`src/rtl/cha0s_fsm_ctrl.sv`:
```
// rtl/cha0s_fsm_ctrl.sv - multi-cycle fetch/decode/execute/memory/commit controller for the xcHa0s core
module cha0s_fsm_ctrl #(
    parameter int INSTR_W      = 16,
    parameter int NREGS        = 3,
    parameter int OPSEL_W      = 5,
    parameter int WAIT_TIMEOUT = 255
) (
    input  logic               clk,
    input  logic               rst,
    input  logic [INSTR_W-1:0] instr,
    input  logic               instr_valid,
    output logic               fetch_req,
    input  logic               alu_ready,
    input  logic               mem_ready,
    input  logic [3:0]         flags,
    output logic               alu_start,
    output logic [OPSEL_W-1:0] opsel,
    output logic [1:0]         sel_srcA,
    output logic [1:0]         sel_srcB,
    output logic [1:0]         data_addr_sel,
    output logic               mem_rd,
    output logic               mem_wr,
    output logic               mem_data_wr_sel,
    output logic               push,
    output logic               op_stack,
    output logic               wr_from_mem,
    output logic [NREGS-1:0]   wr_reg,
    output logic               save_flags,
    output logic               loadPC,
    output logic               branch,
    output logic               ret,
    output logic               illegal,
    output logic               fault,
    output logic               halted
);

    typedef enum logic [2:0] {
        S_FETCH,
        S_DECODE,
        S_EXEC,
        S_MEM,
        S_COMMIT,
        S_HALT
    } state_t;

    localparam logic [3:0] OP_NOP   = 4'h0;
    localparam logic [3:0] OP_ALU   = 4'h1;
    localparam logic [3:0] OP_LOAD  = 4'h2;
    localparam logic [3:0] OP_STORE = 4'h3;
    localparam logic [3:0] OP_BR    = 4'h4;
    localparam logic [3:0] OP_CALL  = 4'h5;
    localparam logic [3:0] OP_RET   = 4'h6;
    localparam logic [3:0] OP_PUSH  = 4'h7;
    localparam logic [3:0] OP_POP   = 4'h8;
    localparam logic [3:0] OP_HALT  = 4'hF;

    // Counter is wide enough to hold WAIT_TIMEOUT and saturates instead of wrapping,
    // so "counter == 0" reliably marks the first wait cycle even with no timeout.
    localparam int              CNT_W     = $clog2(WAIT_TIMEOUT + 2);
    localparam logic [CNT_W-1:0] WAIT_LAST = CNT_W'((WAIT_TIMEOUT == 0) ? 0 : WAIT_TIMEOUT - 1);
    localparam logic [2:0]       NREGS_L   = 3'(NREGS);

    state_t             state;
    state_t             state_nxt;
    logic [INSTR_W-1:0] ir;
    logic [CNT_W-1:0]   wait_cnt;
    logic               br_taken;
    logic               fault_q;

    logic [3:0] opcode;
    logic [1:0] dest;
    logic       dest_bad;
    logic       writes_dest;
    logic       known_op;
    logic       decode_illegal;
    logic       is_rd;
    logic       is_wr;
    logic       is_stack;
    logic       is_push;
    logic       is_load;
    logic       waiting;
    logic       ready_now;
    logic       timeout_hit;
    logic       taken_now;

    function automatic logic [NREGS-1:0] onehot(input logic [1:0] idx);
        logic [NREGS-1:0] oh;
        for (int r = 0; r < NREGS; r++) begin
            oh[r] = (idx == 2'(r));
        end
        return oh;
    endfunction

    assign opcode      = ir[INSTR_W-1 -: 4];
    assign dest        = ir[11:10];
    assign dest_bad    = ({1'b0, dest} >= NREGS_L);
    assign writes_dest = (opcode == OP_ALU) || (opcode == OP_LOAD) || (opcode == OP_POP);
    assign known_op    = (opcode <= OP_POP) || (opcode == OP_HALT);
    assign decode_illegal = !known_op || (writes_dest && dest_bad);

    assign is_rd    = (opcode == OP_LOAD) || (opcode == OP_RET) || (opcode == OP_POP);
    assign is_wr    = (opcode == OP_STORE) || (opcode == OP_PUSH) || (opcode == OP_CALL);
    assign is_stack = (opcode == OP_CALL) || (opcode == OP_RET) ||
                      (opcode == OP_PUSH) || (opcode == OP_POP);
    assign is_push  = (opcode == OP_PUSH) || (opcode == OP_CALL);
    assign is_load  = (opcode == OP_LOAD) || (opcode == OP_POP);

    assign waiting     = (state == S_EXEC) || (state == S_MEM);
    assign ready_now   = (state == S_EXEC) ? alu_ready : mem_ready;
    // A ready in the limit cycle takes priority over the timeout.
    assign timeout_hit = (WAIT_TIMEOUT != 0) && waiting && (wait_cnt == WAIT_LAST) && !ready_now;

    // Branch condition: an empty mask is unconditional, otherwise any masked flag (optionally inverted).
    assign taken_now = (ir[11:8] == 4'b0000) || ((|(flags & ir[11:8])) ^ ir[7]);

    // State register.
    always_ff @(posedge clk) begin
        if (rst) begin
            state <= S_FETCH;
        end else begin
            state <= state_nxt;
        end
    end

    // Instruction register, branch decision, wait counter and sticky fault.
    always_ff @(posedge clk) begin
        if (rst) begin
            ir       <= '0;
            br_taken <= 1'b0;
            wait_cnt <= '0;
            fault_q  <= 1'b0;
        end else begin
            if (state == S_FETCH && instr_valid) begin
                ir <= instr;
            end
            if (state == S_DECODE) begin
                br_taken <= taken_now;
            end
            if (waiting && !ready_now) begin
                if (wait_cnt != '1) begin
                    wait_cnt <= wait_cnt + 1'b1;
                end
            end else begin
                wait_cnt <= '0;
            end
            if (timeout_hit) begin
                fault_q <= 1'b1;
            end
        end
    end

    // Next-state selection.
    always_comb begin
        state_nxt = state;
        case (state)
            S_FETCH: begin
                if (instr_valid) state_nxt = S_DECODE;
            end
            S_DECODE: begin
                if (decode_illegal) begin
                    state_nxt = S_COMMIT;
                end else begin
                    case (opcode)
                        OP_ALU:   state_nxt = S_EXEC;
                        OP_LOAD,
                        OP_STORE,
                        OP_CALL,
                        OP_RET,
                        OP_PUSH,
                        OP_POP:   state_nxt = S_MEM;
                        OP_HALT:  state_nxt = S_HALT;
                        default:  state_nxt = S_COMMIT;
                    endcase
                end
            end
            S_EXEC: begin
                if (alu_ready)        state_nxt = S_COMMIT;
                else if (timeout_hit) state_nxt = S_HALT;
            end
            S_MEM: begin
                if (mem_ready)        state_nxt = S_COMMIT;
                else if (timeout_hit) state_nxt = S_HALT;
            end
            S_COMMIT: state_nxt = S_FETCH;
            S_HALT:   state_nxt = S_HALT;
            default:  state_nxt = S_FETCH;
        endcase
    end

    // Output decode from state and IR.
    always_comb begin
        fetch_req       = 1'b0;
        alu_start       = 1'b0;
        opsel           = '0;
        sel_srcA        = 2'b00;
        sel_srcB        = 2'b00;
        data_addr_sel   = 2'b00;
        mem_rd          = 1'b0;
        mem_wr          = 1'b0;
        mem_data_wr_sel = 1'b0;
        push            = 1'b0;
        op_stack        = 1'b0;
        wr_from_mem     = 1'b0;
        wr_reg          = '0;
        save_flags      = 1'b0;
        loadPC          = 1'b0;
        branch          = 1'b0;
        ret             = 1'b0;
        illegal         = 1'b0;
        fault           = fault_q;
        halted          = 1'b0;
        case (state)
            S_FETCH: fetch_req = 1'b1;
            S_DECODE: illegal = decode_illegal;
            S_EXEC: begin
                opsel     = ir[OPSEL_W-1:0];
                sel_srcA  = ir[9:8];
                sel_srcB  = ir[7:6];
                alu_start = (wait_cnt == '0);
                if (alu_ready) begin
                    wr_reg     = onehot(dest);
                    save_flags = ir[5];
                end
            end
            S_MEM: begin
                data_addr_sel   = ir[9:8];
                mem_rd          = is_rd;
                mem_wr          = is_wr;
                mem_data_wr_sel = is_wr & ir[7];
                op_stack        = is_stack;
                push            = is_push;
                if (mem_ready && is_load) begin
                    wr_from_mem = 1'b1;
                    wr_reg      = onehot(dest);
                end
            end
            S_COMMIT: begin
                loadPC = 1'b1;
                branch = (opcode == OP_CALL) || ((opcode == OP_BR) && br_taken);
                ret    = (opcode == OP_RET);
            end
            S_HALT: halted = 1'b1;
            default: ;
        endcase
    end

endmodule

```
`config.mk`:
```
export PLATFORM = sky130hd
export DESIGN_NAME = cha0s_fsm_ctrl
export DESIGN_NICKNAME = d
export VERILOG_FILES = /design/src/rtl/cha0s_fsm_ctrl.sv
export SDC_FILE = /design/constraint.sdc
export NUM_CORES = 1
export LEC_CHECK = 0
export CAP_MARGIN = 20
export CORE_UTILIZATION = 51
export DETAILED_ROUTE_END_ITERATION = 12
export GPL_TIMING_DRIVEN = 0
export PLACE_DENSITY = 0.95
export SLEW_MARGIN = 25
export SYNTH_ARGS = -nofsm -noshare
export SYNTH_HDL_FRONTEND = slang
export SYNTH_SLANG_ARGS = --single-unit
```
`constraint.sdc`:
```
create_clock -name clk -period 2.85 [get_ports clk]
set_input_delay 0.57 -clock clk [delete_from_list [all_inputs] [get_ports clk]]
set_output_delay 0.57 -clock clk [all_outputs]
set_load 0.01 [all_outputs]
```
## After elaboration in Yosys (flattened, before gate mapping)

Memory sizes are Yosys's and may differ from the RTL's. A register that Yosys moved wholly into a read port is not among the register bits.
Cells that the tools add are included.

| word-level totals | value |
|---|---|
| register bits after elaboration | 30 |
| latch bits | 0 |
| RAM bits | 0 |
| bits in read-only memories | 48 |
| input port bits | 25 |
| memories | 1 |

| operators by class | value |
|---|---|
| $add $sub $neg | 1 |
| multiply operators | 0 |
| divide/modulo/power cells | 0 |
| $lt $le $gt $ge | 2 |
| equality and inequality tests | 19 |
| shift-type cells | 0 |
| mux-type cells | 32 |
| bitwise logic cells | 4 |
| reduce and logical (&&, ||, !) cells | 31 |

Memories:

| memory | words | bits a word | read ports | clocked after memory_dff | write ports | RTL line | RTL |
|---|---|---|---|---|---|---|---|
| (no name shown) | 16 | 3 | 1 | 1 | 0 | 163 | `case (opcode)` |

Operators with widths:

| operator | number |
|---|---|
| $mux 3 | 7 |
| $mux 1 | 17 |
| $eq 4x3->1 const B | 4 |
| $logic_or 1x1->1 | 16 |
| $pmux 3 s5 | 1 |
| $add 9x1->9 const B | 1 |
| $eq 9x8->1 const B | 1 |
| $logic_not 9->1 | 1 |
| $ne 9x9->1 const B | 1 |
| $eq 4x2->1 const B | 2 |
| $eq 4x4->1 const B | 2 |
| $mux 4 | 2 |
| $logic_and 1x1->1 | 7 |
| $eq 3x2->1 const B | 2 |
| $eq 3x3->1 const B | 2 |
| $mux 2 | 3 |
| $pmux 3 s2 | 1 |
| $mux 5 | 1 |
| $and 4x4->4 | 1 |
| $eq 4x1->1 const B | 1 |
| $le 4x4->1 const B | 1 |
| $logic_not 4->1 | 1 |
| $reduce_or 4->1 | 1 |
| $eq 3x1->1 const B | 1 |
| other kinds (11) | 12 |

## Longest topological paths before layout

Gate-level depths: netlist of run 1.

| logic depth | value |
|---|---|
| depth after elaboration | 7 |
| depth in mapped cells | 7 |

## Worst setup path after synthesis of run 1

Ideal clock, no wire load.

| path | value |
|---|---|
| path kind | register -> output |
| start point | register state[2] |
| end point | output port mem_data_wr_sel |
| arrival | 1672 ps |
| setup slack | 608 ps |
| stages on the path, launching flop included | 6 |
| path through | dfxtp_1 clkbuf_1 and2b_1 nand2_1 nor4b_1 and2_1 |

| on the way | value |
|---|---|
| word-level cells in the longest chain between the ends | 2 |

Ends and longest elaborated chain:

| element | RTL line | RTL |
|---|---|---|
| from (decl) | 63 | `state_t state;` |
| from (signal assigned) | 121 | `state <= state_nxt;` |
| $eq 3x2->1 | 212 | `case (state)` |
| $mux 1 | 212 |  |
| to (decl) | 23 | `output logic mem_data_wr_sel,` |

No other way between the ends.

## Worst setup path after layout of run 1

| path | value |
|---|---|
| start point | register state[1] |
| end point | output port mem_data_wr_sel |

The elaborated chain is that of the path after synthesis.

==> results.json, run 1 <==
{
  "status": "finished, final reports clean",
  "rr_startpoint": "state[2]",
  "cts_hold_buf": 0,
  "die_w_um": 62.9,
  "reg2reg_depth": 4,
  "finalCriticalPeriod_ns": 2.71,
  "hpwl_mm": 3.47,
  "cpMaxStageDelayCell": "clkdlybuf4s50_1",
  "finalNetCount": 321,
  "grt_pass1_wl_mm": 7.88,
  "yosys_register_bits": 33,
  "p_sw_frac": 0.285,
  "final_common_cell": "clkdlybuf4s50_1",
  "cp_data_arrival_time_ns": 2.14,
  "synth_edf_count": 0,
  "numPortBuffers": 52,
  "yosys_warnings": 0,
  "grt_usage": 0.251,
  "path_depth": 6,
  "synth_nets": 263,
  "clk_pin_slew_ns": 0.06,
  "cp.buffers_inverters": 2,
  "tns_ns": 0,
  "intPower_w": 0.000897,
  "worstSetupStartpoint": "state[1]",
  "pin_count": 54,
  "wl_per_cell_um": 14.1,
  "grt_max_degree": 13,
  "core_um2": 3440,
  "htreeDepth": 2,
  "holdWs_ns": 0.452,
  "drt_pass1_iterations": 4,
  "synth_top_area_cell": "dfxtp_1",
  "worstSetupPathType": "reg2out",
  "cts_buffer_depth": 2,
  "critical_path.top_delay_family": "simple AND/OR/NAND/NOR gates",
  "crit_path_end_kind": "output pin",
  "synth_area_leaders": "dfxtp_1 35%, nand2_1 8.3%, a21oi_1 4.8%, nor2_1 3.8%, and2_1 3.3%",
  "antenna_found_initial": 0,
  "pre_cts_slack_ns": -0.162,
  "slew_viol_final": 0,
  "num_rows": 21,
  "power_leakage_nw": 0.995,
  "via_count": 1906,
  "final_cell_mix": "49 x clkdlybuf4s50_1, 41 x nand2_1, 32 x dfxtp_1",
  "clock_skew_ns": 0.0106,
  "post-route-drc-count": 0,
  "crit_required_ns": 2.28,
  "clock_sinks": 33,
  "synthArstFlopShare": 0,
  "drive_gt1_frac": 0.0925,
  "rsz0062_at_grt": "false",
  "relSlewSlack": 0.543,
  "period_share": 0.952,
  "drv_cap": 0,
  "final-seq-area_um2": 662,
  "synthToLayoutAreaGrowth_pct": 37.4,
  "dieArea_um2": 3950,
  "irDropWorstVdd_v": 0.000373,
  "yosysTopAreaCellShare": 0.350,
  "reg2reg_slack_ns": 0.78,
  "setup_violations": 0,
  "yosysSeqAreaShare": 0.350,
  "syn_avg_cell_area_um2": 8.07,
  "wirelength_mm": 4.76,
  "whs_endpoint": "ir[1]",
  "path_max_fanout": 10,
  "report.power.total_w": 0.00125,
  "path_cells": "clkbuf_4 > and2b_2 > nand2_2 > nor4b_4 > and2_1 > clkdlybuf4s50_1",
  "place_congestion": 0.911,
  "setup_slack_ns": 0.136,
  "power_frac_seq": 0.423,
  "multi_input_area_um2": 1160,
  "hold_viol_final": 0,
  "vias_per_cell": 5.64,
  "pwr-share-comb": 0.241,
  "critPathMaxStageDelay_ns": 0.52,
  "num-fill-cells": 271,
  "worstHoldPathCells": 2,
  "synthFlopType": "dfxtp_1",
  "cts_tree": "done",
  "worstHoldStart": "ir[1]",
  "synth_cells": 234,
  "start_util": 0.549,
  "detail_route.iter0.violations": 109,
  "pwr-share-clk": 0.336,
  "pwr_density_cell_nw_per_um2": 483,
  "grt_pass1_vias": 1762,
  "finish.utilization": 0.754,
  "switchingPower_w": 0.000357,
  "tightest_slew_ns": 0.683,
  "synth.distinct_cells": 48,
  "fmax_mhz": 369,
  "overflow": 0,
  "start_kind": "register",
  "ant_nets": 0,
  "numCtsBuffers": 5,
  "die_y_um": 62.9,
  "synth_area_um2": 1890,
  "hold_path_class": "reg2reg",
  "antenna_cells": 0,
  "clk_latency_ns": 0.29,
  "root_buffer": "clkbuf_8"
}
==> metal layers <==
| layer | global-route usage | vias up | wire length, µm |
|---|---|---|---|
| li1 | - | 931 | - |
| met4 | 0.0843 | 0 | 66 |
| met2 | 0.438 | 62 | 2450 |
| met5 | 0 | - | 0 |
| met3 | 0.0712 | 10 | 275 |
| met1 | 0.291 | 903 | 1970 |
==> power groups by stage <==
stage / registers (W) / logic, W / clock network [W]
3_5_place_dp: 0.000537 / 0.000295 / 0
4_1_cts: 0.000530 / 0.000297 / 0.000423
2_1_floorplan: 0.000529 / 0.000201 / 0
3_3_place_gp: 0.000534 / 0.000287 / 0
5_1_grt: 0.000536 / 0.000330 / 0.000444
6_report: 0.000531 / 0.000302 / 0.000421
==> worst min-delay path, stage by stage (launching register included) <==
cell and delay (ns):
dfxtp_1 0.31, nand2_1 0.05, a21oi_1 0.05
==> logic make-up after synthesis <==
family,Yosys count,share of synthesized area
AO/OA/AOI/OAI,39,0.143
XOR/XNOR,9,0.0417
adder cells (fa/ha/maj),4,0.0265
buffers and inverters,21,0.0523
flip-flops,33,0.350
multiplexers,7,0.0377
AND/OR/NAND/NOR,121,0.349
==> worst max-delay path by stage <==
stage | endpoint
floorplan | mem_data_wr_sel
global placement | wr_reg[2]
detailed placement | wr_reg[2]
CTS | mem_data_wr_sel
global route | mem_data_wr_sel
finish | mem_data_wr_sel
==> state kept, by name (all words and copies together) (netlist names), named ones only <==
register	cells
br_taken	1
fault	1
ir	16
state	3
wait_cnt	9
==> stage by stage <==
step,instance area [µm²],cells
finish,2590,338
floorplan,1890,234
global placement,2470,332
CTS,2580,338
global route,2590,338
detailed placement,2470,332
==> final cells by class <==
| class | instances | area share |
|---|---|---|
| Buffer | 14 | 0.0294 |
| Clock buffer | 5 | 0.0265 |
| Clock inverter | 2 | 0.0135 |
| Inverter | 6 | 0.00868 |
| Multi-Input combinational cell | 180 | 0.446 |
| Sequential cell | 33 | 0.255 |
| Tap cell | 46 | 0.0222 |
| Timing Repair Buffer | 52 | 0.199 |
==> Yosys cell counts, drive strengths merged, types with 5 or more instances <==
| cell | count |
|---|---|
| nand2 | 42 |
| dfxtp | 33 |
| nor2 | 19 |
| a21oi | 18 |
| and2 | 10 |
| clkbuf | 8 |
| buf | 7 |
| xor2 | 7 |
| and3 | 6 |
| inv | 6 |
| mux2i | 6 |
| nor3 | 6 |
| nor3b | 5 |
| nor4b | 5 |
==> timing repair <==
item | in CTS | in global routing
endpoints found under the setup margin | 16 | 3
buffers inserted | 0 | 0
resized for setup | 6 | 5
gates cloned | 0 | 0
No activity file was read; power rests on OpenSTA's default activity.
==> run 2, diff against run 1 <==
--- a/config.mk
+++ b/config.mk
@@ -7,9 +7,11 @@
 export LEC_CHECK = 0
 export CAP_MARGIN = 20
 export CORE_UTILIZATION = 51
+export CTS_CLUSTER_DIAMETER = 50
 export DETAILED_ROUTE_END_ITERATION = 12
 export GPL_TIMING_DRIVEN = 0
 export PLACE_DENSITY = 0.95
+export SKIP_LAST_GASP = 1
 export SLEW_MARGIN = 25
 export SYNTH_ARGS = -nofsm -noshare
 export SYNTH_HDL_FRONTEND = slang
==> run 2 against run 1 <==
  * Combinational power is essentially flat
  * Sequential power is essentially flat
  * Largest power group unchanged
  * Setup slack lost 0.051 ns
  * Core utilization shrank 0.073 points
  * Fmax shrank 1.8%
  * Routed wire length shrank 0.84%
  * Cell count is the same
  * Non-clock buffer count is the same
  * Sequential share of layout area is essentially flat
==> results.json, run 2 (synthesis results as in run 1) <==
{
  "status": "finished, final reports clean",
  "holdWs_ns": 0.452,
  "vias_per_cell": 5.62,
  "synthToLayoutAreaGrowth_pct": 37.2,
  "reg.largest.list": "ir (16), wait_cnt (9), state (3)",
  "fmax_mhz": 362,
  "relSlewSlack": 0.543,
  "intPower_w": 0.000897,
  "final-seq-area_um2": 662,
  "regMostFlops": "ir",
  "pin_count": 54,
  "start_util": 0.549,
  "final_cell_mix": "49 x clkdlybuf4s50_1, 42 x nand2_1, 32 x dfxtp_1",
  "tightest_slew_ns": 0.683,
  "post_cts_buffers": 0,
  "grt_max_degree": 13,
  "num-fill-cells": 270,
  "power_leakage_nw": 0.994,
  "cp_data_arrival_time_ns": 2.19,
  "critical_path.top_delay_family": "simple AND/OR/NAND/NOR gates",
  "p_sw_frac": 0.283,
  "wirelength_mm": 4.72,
  "finalNetCount": 321,
  "pwr_density_cell_nw_per_um2": 483,
  "slew_viol_final": 0,
  "drive_gt1_frac": 0.0890,
  "start_kind": "register",
  "clk_pin_slew_ns": 0.06,
  "num_rows": 21,
  "final_common_cell": "clkdlybuf4s50_1",
  "ant_nets": 0,
  "hold_path_class": "reg2reg",
  "clock_skew_ns": 0.00869,
  "crit_path_end_kind": "output pin",
  "setup_violations": 0,
  "hpwl_mm": 3.47,
  "place_congestion": 0.911,
  "finish.utilization": 0.753,
  "path_cells": "clkbuf_4 > and2b_2 > nand2_1 > nor4b_4 > and2_1 > clkdlybuf4s50_1",
  "rsz0062_at_grt": "true",
  "wl_per_cell_um": 14.0,
  "switchingPower_w": 0.000354,
  "antenna_found_initial": 0,
  "cp.buffers_inverters": 2,
  "grt_pass1_vias": 1762,
  "largest_reg_flops": 16,
  "worstSetupPathType": "reg2out",
  "overflow": 0,
  "report.power.total_w": 0.00125,
  "irDropWorstVdd_v": 0.000373,
  "antenna_cells": 0,
  "die_y_um": 62.9,
  "multi_input_area_um2": 1150,
  "power_frac_seq": 0.424,
  "crit_required_ns": 2.28,
  "core_um2": 3440,
  "pwr-share-comb": 0.240,
  "grt_pass1_wl_mm": 7.88,
  "cpMaxStageDelayCell": "clkdlybuf4s50_1",
  "path_max_fanout": 10,
  "root_buffer": "clkbuf_8",
  "critPathMaxStageDelay_ns": 0.52,
  "clk_latency_ns": 0.29,
  "cts_buffer_depth": 2,
  "drt_pass1_iterations": 4,
  "dieArea_um2": 3950,
  "detail_route.iter0.violations": 136,
  "drv_cap": 0,
  "post-route-drc-count": 0,
  "pwr-share-clk": 0.335,
  "die_w_um": 62.9,
  "grt_usage": 0.251,
  "numPortBuffers": 52,
  "via_count": 1899,
  "finalCriticalPeriod_ns": 2.76,
  "htreeDepth": 2,
  "cts_tree": "done",
  "clock_sinks": 33,
  "hold_viol_final": 0,
  "period_share": 0.970,
  "numCtsBuffers": 5
}
==> run 2: layer usage <==
layer,global-route usage,vias to the layer above,routed length (µm)
met3,0.0712,10,242
met5,0,-,0
met2,0.438,54,2420
met1,0.291,902,1990
met4,0.0843,0,73
li1,-,933,-
==> run 2: path summary, 6_finish.rpt <==
| kind | start | to | slack [ns] | depth (start not counted) |
|---|---|---|---|---|
| worst max register to register | state[2] | register | 0.78 | 4 |
| worst min register to register | ir[1] | ir[1] | 0.45 | 2 |
| worst max-delay path | state[1] | mem_data_wr_sel | 0.09 | 6 |
| worst min-delay path | ir[1] | ir[1] | 0.45 | 2 |
==> run 2: tightest hold or removal path: cells and delay by family, from the launching register on <==
kind | cells | cell delay, ns
DFF | 1 | 0.31
AOI/OAI and AO/OA | 1 | 0.05
and+or+nand+nor | 1 | 0.05
==> run 2: cell type report <==
type / instances / share of cell area
buffer: 14 / 0.0294
clock buffer: 5 / 0.0265
clock inverter: 2 / 0.0135
inverter: 6 / 0.00869
multi-input combinational: 180 / 0.445
sequential: 33 / 0.255
tap: 46 / 0.0222
timing repair buffer: 52 / 0.199
==> run 2: what timing repair did <==
item	4_1_cts	5_1_grt
endpoints found under the hold margin	0	0
resized for setup	6	4
hold buffers	0	0
endpoints found under the setup margin	16	3
==> run 2: power groups by stage <==
stage | registers, W | logic (W) | clock network [W]
after floorplan | 0.000529 | 0.000201 | 0
after global placement | 0.000534 | 0.000287 | 0
after detailed placement | 0.000537 | 0.000295 | 0
after CTS | 0.000530 | 0.000297 | 0.000423
after global routing | 0.000536 | 0.000329 | 0.000444
final | 0.000531 | 0.000301 | 0.000420
==> run 2: per-stage QoR <==
step / setup TNS (ns) / instances / worst slack [ns] / cell area, µm²
floorplan: 0 / 234 / 0.608 / 1890
global placement: -0.377 / 332 / -0.152 / 2470
detailed placement: -0.396 / 332 / -0.162 / 2470
CTS: 0 / 338 / 0.0225 / 2580
global route: -0.0170 / 338 / -0.0170 / 2590
finish: 0 / 338 / 0.0855 / 2590
==> run 3, diff against run 2 <==
--- a/config.mk
+++ b/config.mk
@@ -10,6 +10,7 @@
 export CTS_CLUSTER_DIAMETER = 50
 export DETAILED_ROUTE_END_ITERATION = 12
 export GPL_TIMING_DRIVEN = 0
+export HOLD_SLACK_MARGIN = 0.03
 export PLACE_DENSITY = 0.95
 export SKIP_LAST_GASP = 1
 export SLEW_MARGIN = 25
==> results of run 3 <==
No change in the layout: final DEF, timing and power equal those of run 2.
